===== src/rtl/bz_player.sv =====
// bz_player: buzzer song sequencer reading 12-bit {div,dur} words from a 1-cycle-latency RAM; define BZ_PLAYER_LOOP_EN to repeat the song until stopped
module bz_player #(
  parameter int ADDR_WIDTH  = 11,
  parameter int DATA_WIDTH  = 12,
  parameter int TONE_UNIT   = 250,
  parameter int BEAT_CYCLES = 5000000
) (
  input  logic                  clk,
  input  logic                  rst_n,
  input  logic                  start,
  input  logic                  stop,
  input  logic                  pause,
  output logic                  rom_en,
  output logic [ADDR_WIDTH-1:0] rom_addr,
  input  logic [DATA_WIDTH-1:0] rom_data,
  output logic                  buzzer,
  output logic                  busy,
  output logic                  done
);
  localparam int TW = $clog2(255 * TONE_UNIT + 1);
  localparam int DW = $clog2(15 * BEAT_CYCLES + 1);
  typedef enum logic [2:0] {S_IDLE, S_FETCH, S_WAIT, S_LOAD, S_PLAY, S_DONE} state_t;
  state_t state_q, state_d;
  logic rom_en_q, rom_en_d, buzzer_q, buzzer_d, done_q, done_d, next_note, fin;
  logic [ADDR_WIDTH-1:0] rom_addr_q, rom_addr_d;
  logic [DATA_WIDTH-1:0] word_q, word_d;
  logic [TW-1:0] tone_q, tone_d, tone_rld;
  logic [DW-1:0] dur_q, dur_d;
  assign tone_rld = TW'(word_q[11:4]) * TW'(TONE_UNIT) - TW'(1);
  assign rom_en   = rom_en_q;
  assign rom_addr = rom_addr_q;
  assign buzzer   = buzzer_q;
  assign done     = done_q;
  assign busy     = state_q inside {S_FETCH, S_WAIT, S_LOAD, S_PLAY};
  // Next-state, address, tone/duration counters and buzzer level
  always_comb begin
    state_d    = state_q;
    rom_addr_d = rom_addr_q;
    buzzer_d   = buzzer_q;
    word_d     = word_q;
    tone_d     = tone_q;
    dur_d      = dur_q;
    done_d     = 1'b0;
    next_note  = 1'b0;
    fin        = 1'b0;
    case (state_q)
      S_IDLE, S_DONE: begin
        state_d = start ? S_FETCH : S_IDLE;
        rom_addr_d = start ? '0 : rom_addr_q;
      end
      S_FETCH: state_d = S_WAIT;
      S_WAIT: begin
        word_d  = rom_data;
        state_d = S_LOAD;
      end
      S_LOAD: begin
        if (word_q == '0) fin = 1'b1;
        else if (word_q[3:0] == '0) next_note = 1'b1;
        else begin
          tone_d   = tone_rld;
          dur_d    = DW'(word_q[3:0]) * DW'(BEAT_CYCLES) - DW'(1);
          buzzer_d = 1'b0;
          state_d  = S_PLAY;
        end
      end
      S_PLAY: begin
        if (pause) buzzer_d = 1'b0;
        else begin
          tone_d   = (tone_q == '0) ? tone_rld : tone_q - TW'(1);
          buzzer_d = (tone_q == '0 && word_q[11:4] != '0) ? !buzzer_q : buzzer_q;
          if (dur_q == '0) begin
            buzzer_d  = 1'b0;
            next_note = 1'b1;
          end else dur_d = dur_q - DW'(1);
        end
      end
      default: state_d = S_IDLE;
    endcase
    // the last address behaves like an end word once its note is over
    if (next_note) begin
      if (&rom_addr_q) fin = 1'b1;
      else begin
        rom_addr_d = rom_addr_q + ADDR_WIDTH'(1);
        state_d    = S_FETCH;
      end
    end
    if (fin) begin
      rom_addr_d = '0;
      done_d     = 1'b1;
`ifdef BZ_PLAYER_LOOP_EN
      state_d    = S_FETCH;
`else
      state_d    = S_DONE;
`endif
    end
    // stop beats everything, including a start in the same cycle
    if (stop) begin
      state_d    = S_IDLE;
      rom_addr_d = rom_addr_q;
      buzzer_d   = 1'b0;
      done_d     = 1'b0;
    end
    rom_en_d = state_d == S_FETCH;
  end
  // State and datapath registers with synchronous active-low reset
  always_ff @(posedge clk) begin
    if (!rst_n) begin
      state_q    <= S_IDLE;
      rom_en_q   <= 1'b0;
      rom_addr_q <= '0;
      buzzer_q   <= 1'b0;
      done_q     <= 1'b0;
      word_q     <= '0;
      tone_q     <= '0;
      dur_q      <= '0;
    end else begin
      state_q    <= state_d;
      rom_en_q   <= rom_en_d;
      rom_addr_q <= rom_addr_d;
      buzzer_q   <= buzzer_d;
      done_q     <= done_d;
      word_q     <= word_d;
      tone_q     <= tone_d;
      dur_q      <= dur_d;
    end
  end
endmodule


===== config.mk =====
export PLATFORM = sky130hd
export DESIGN_NAME = bz_player
export DESIGN_NICKNAME = d
export VERILOG_FILES = /design/src/rtl/bz_player.sv
export SDC_FILE = /design/constraint.sdc
export NUM_CORES = 1
export LEC_CHECK = 0
export BUFFER_PORTS_ARGS = -buffer_cell sky130_fd_sc_hd__clkbuf_2
export CAP_MARGIN = 15
export CORE_MARGIN = 2
export CORE_UTILIZATION = 65
export DETAILED_ROUTE_END_ITERATION = 10
export GPL_ROUTABILITY_DRIVEN = 0
export GPL_TIMING_DRIVEN = 0
export PLACE_DENSITY = 0.84
export SYNTH_ARGS = -nofsm -noshare
export SYNTH_HDL_FRONTEND = slang
export SYNTH_SLANG_ARGS = --single-unit
export TNS_END_PERCENT = 50

===== constraint.sdc =====
create_clock -name clk -period 7.75 [get_ports clk]
set_input_delay 0.3875 -clock clk [delete_from_list [all_inputs] [get_ports clk]]
set_output_delay 0.3875 -clock clk [all_outputs]
set_load 0.01 [all_outputs]

==> impl.org <==
** STA
- Subtracting the final worst setup slack from the clock period gives 5.386 ns.
- Dividing the final minimum period by the clock period gives 69.49%.
- Peak Freq :: 185.7 MHz
- Final setup vio count :: 0
- In the post-route analysis, the smallest setup slack over all paths is 2.364 ns.
- Number of max-slew violations in the final report :: 0
- Layout Skew :: 0.01122 ns
- Transition time of the tightest slew-check pin :: 0.9009 ns
- Headroom to the max-slew limit :: 39.81%
- The number of failing hold endpoints at the final stage is 0.
- Setup repair after global routing left no endpoint under its margin.
- Final setup TNS :: 0 ns

** Die
- Floorplan row count :: 38
- The die covers 12000 µm².
- Core area :: 10840 µm²
- From bottom edge to top edge, the die measures 109.5 µm.
- Once the floorplan was initialized, standard cells occupied 66.79% of the core.
- Die X :: 109.5 µm
- In this run the count of I/O pins placed on the die edge is 32.

** CTS
- After clock tree synthesis, the clock-pin slew on the worst setup and hold paths is around 0.09 ns.
- CTS-repair resized insts :: 0
- Level count of the clock H-tree :: 3
- Clk root buf :: sky130_fd_sc_hd__clkbuf_8
- Clock net sink count :: 72
- Clock tree from TritonCTS :: done
- Clock insertion delay at the later pin of the skew report :: 0.38 ns
- Post-CTS setup buffer count :: 0
- Clock tree synthesis inserted a total of 9 buffers.
- Max clock buf depth :: 2
- Buffers inserted to repair hold after CTS numbered 0.

** Routing
- In this run, the number of DRC markers left after iteration 0 of detailed routing was 645.
- Drt total wl :: 18.53 mm
- Count of vias placed by the detailed router :: 7021
- Mean number of vias per cell :: 6.331
- For this run, design rule violations remaining after detail routing come to 0.
- The first TritonRoute pass finished after 6 iterations.
- Antenna violation net count after detailed routing :: 0
- Dividing the detail-routed wire length by the instance count gives 16.71 µm.

** Synth
- By count the netlist is led by sky130_fd_sc_hd__nand2_1, sky130_fd_sc_hd__ha_1, sky130_fd_sc_hd__dfxtp_1.
- Counting flops and latches in the post-synthesis netlist gives 72.
- In the synthesized netlist the async set-or-reset flop fraction comes to 0%.
- The cell area that synthesis handed to floorplanning was 7241 µm².
- Total nets after synthesis :: between 1000 and 1500
- Sequential area share after synthesis :: between 10% and 20%
- Number of flops mapped to enable cells by yosys :: 0
- Sorting the synthesized cells by area gives the leading types as sky130_fd_sc_hd__dfxtp_1, sky130_fd_sc_hd__ha_1, sky130_fd_sc_hd__fa_1.
- The synthesized design devotes to its leading area cell type between 10% and 20% of total area.
- Number of standard cells after synthesis :: 923
- The synthesized netlist contains 79 unique library cells.
- Cell taking the most area after synthesis :: sky130_fd_sc_hd__dfxtp_1
- Most common cell in the synthesized netlist :: sky130_fd_sc_hd__nand2_1
- A synthesized cell averages 7.845 µm².
- Flip-flop cell with the highest count after synthesis :: sky130_fd_sc_hd__dfxtp_1
- Yosys warning total :: 0

** Cells and area
- The number of antenna diodes in the final layout is 0.
- For this run, the number of standard cells in the final layout without fillers is 1109.
- Fraction of final layout cells with drive strength greater than 1 :: 8.359%
- At the end of the flow, the number of nets in the layout was 1079.
- Area Overhead vs Synth :: 7.620%

** Worst setup path
- For the worst setup path, the data arrival time is 5.65 ns.
- The critical path in this run is classified as reg -> reg.
- At the worst endpoint, the required time is 8.01 ns.
- Worst-path fanout max :: 10
- Endpoint type of the worst setup path :: flop
- Kind of start point of the critical path :: flop

** Global routing
- Number of global-route vias before repair :: 6348
- Total grt overflow :: 0
- Global router's overall resource usage :: 31.42%
- The first global-routing pass estimated 29.99 mm of wire.
- The initial antenna violation count was 0.
- Pin count of the biggest net entering global routing :: 15

** Power and ir drop
- Total leakage power :: between 3 and 4 nW
- In this run the power density over the cells is 114.6 nW/µm².
- Worst vdd rail ir drop :: between 100 and 150 µV

** Placement
- DP Worst Slack :: 2.402 ns
- Number of placed cells counting well taps :: 1093
- Port buffering added 30 buffers.
- The HPWL after detailed placement is between 10 and 15 mm.

** Status
- Status :: finished clean

** Worst hold path
- The path class of the tightest hold or removal check is in -> reg.

** Run
- MaxCap Viol Count :: 0
-- logic make-up (layout without fill, tap and decap cells) --
logic type / Yosys count / in the layout / synth area share (%)
flops: 72 / 72 / 19.91
compound gates: 255 / 255 / 24.11
xor+xnor: 48 / 48 / 5.806
simple gates: 343 / 343 / 24.40
fa+ha+maj: 98 / 98 / 19.32
buf+inv: 100 / 146 / 5.461
mux: 7 / 7 / 1.002
-- power breakdown --
part | switching, mW | leakage (nW) | internal (mW)
logic | 0.0994 | 2.75 | 0.0663
registers | 0.00400 | 0.580 | 0.371
clock network | 0.167 | 0.116 | 0.185
total | 0.270 | 3.44 | 0.623
-- per-stage QoR --
stage	total power, mW	hold slack (ns)	cell area, µm²	util, %
floorplan	0.5061	0.4337	7241	-
CTS	0.8916	0.2386	7792	71.88
global placement	0.5443	0.4456	7566	69.79
finish	0.8932	0.2328	7792	71.88
detailed placement	0.5462	0.4578	7566	69.79
global route	0.9232	0.2496	7792	71.88
-- critical path: stages (launching register included) --
cell and delay [ns]:
sky130_fd_sc_hd__dfxtp_1 0.61, sky130_fd_sc_hd__fa_1 0.56, sky130_fd_sc_hd__xor2_1 0.20, sky130_fd_sc_hd__ha_1 0.18
sky130_fd_sc_hd__a21oi_1 0.14, sky130_fd_sc_hd__fa_1 0.47, sky130_fd_sc_hd__fa_1 0.52, sky130_fd_sc_hd__inv_1 0.04
sky130_fd_sc_hd__ha_1 0.38, sky130_fd_sc_hd__a21o_1 0.20, sky130_fd_sc_hd__a31o_2 0.23, sky130_fd_sc_hd__o2111ai_1 0.31
sky130_fd_sc_hd__a31oi_1 0.16, sky130_fd_sc_hd__a2111o_1 0.47, sky130_fd_sc_hd__or4b_2 0.62, sky130_fd_sc_hd__o2111ai_1 0.12
sky130_fd_sc_hd__a21oi_1 0.06
-- area by class of cell --
class | count | area (µm²)
Multi-Input combinational cell | 751 | 5404
Fill cell | 912 | 3048
Sequential cell | 72 | 1441
Inverter | 61 | 229.0
Tap cell | 140 | 175.2
Buffer | 39 | 166.4
Timing Repair Buffer | 30 | 150.1
Clock buffer | 9 | 123.9
Clock inverter | 7 | 102.6
-- state kept, by name, summed over array words and instances, names as in the netlist --
signal    cells
rom_addr     11
state_q       3
tone_q       16
rom_en        1
buzzer        1
dur_q        27
done          1
word_q       12
-- per-layer routing --
metal  global-route usage [%]  up-vias  part of all wire, %
met1                    41.44     3258                   43
met2                    52.34      260                   46
li1                         -     3443                    -
met3                    5.098       60                  7.0
met4                    10.49        0                  3.2
met5                        0        -                    0
-- worst paths after layout --
check / from / to / slack (ns) / depth (start not counted)
min reg2reg: tone_q[12]$_SDFFE_PN0P_ / tone_q[12]$_SDFFE_PN0P_ / 0.46 / 2
min: rom_data[8] / word_q[8]$_SDFFE_PN0N_ / 0.23 / 3
max reg2reg: word_q[5]$_SDFFE_PN0N_ / tone_q[15]$_SDFFE_PN0P_ / 2.36 / 16
max: word_q[5]$_SDFFE_PN0N_ / tone_q[15]$_SDFFE_PN0P_ / 2.36 / 16
-- layout by cell type, fill, tap and decap left out, drive strengths merged, types with 12 or more instances in the layout --
cell type  count
and2          13
nor4          15
nor2          67
o211ai        19
inv           63
nand2         91
a21boi        27
nor3          35
dfxtp         72
xnor2         25
or3           12
nand3         35
clkbuf        72
xor2          23
a21oi         49
o21ai         58
ha            75
fa            23
Note: power is estimated with default switching activity, not from simulation.
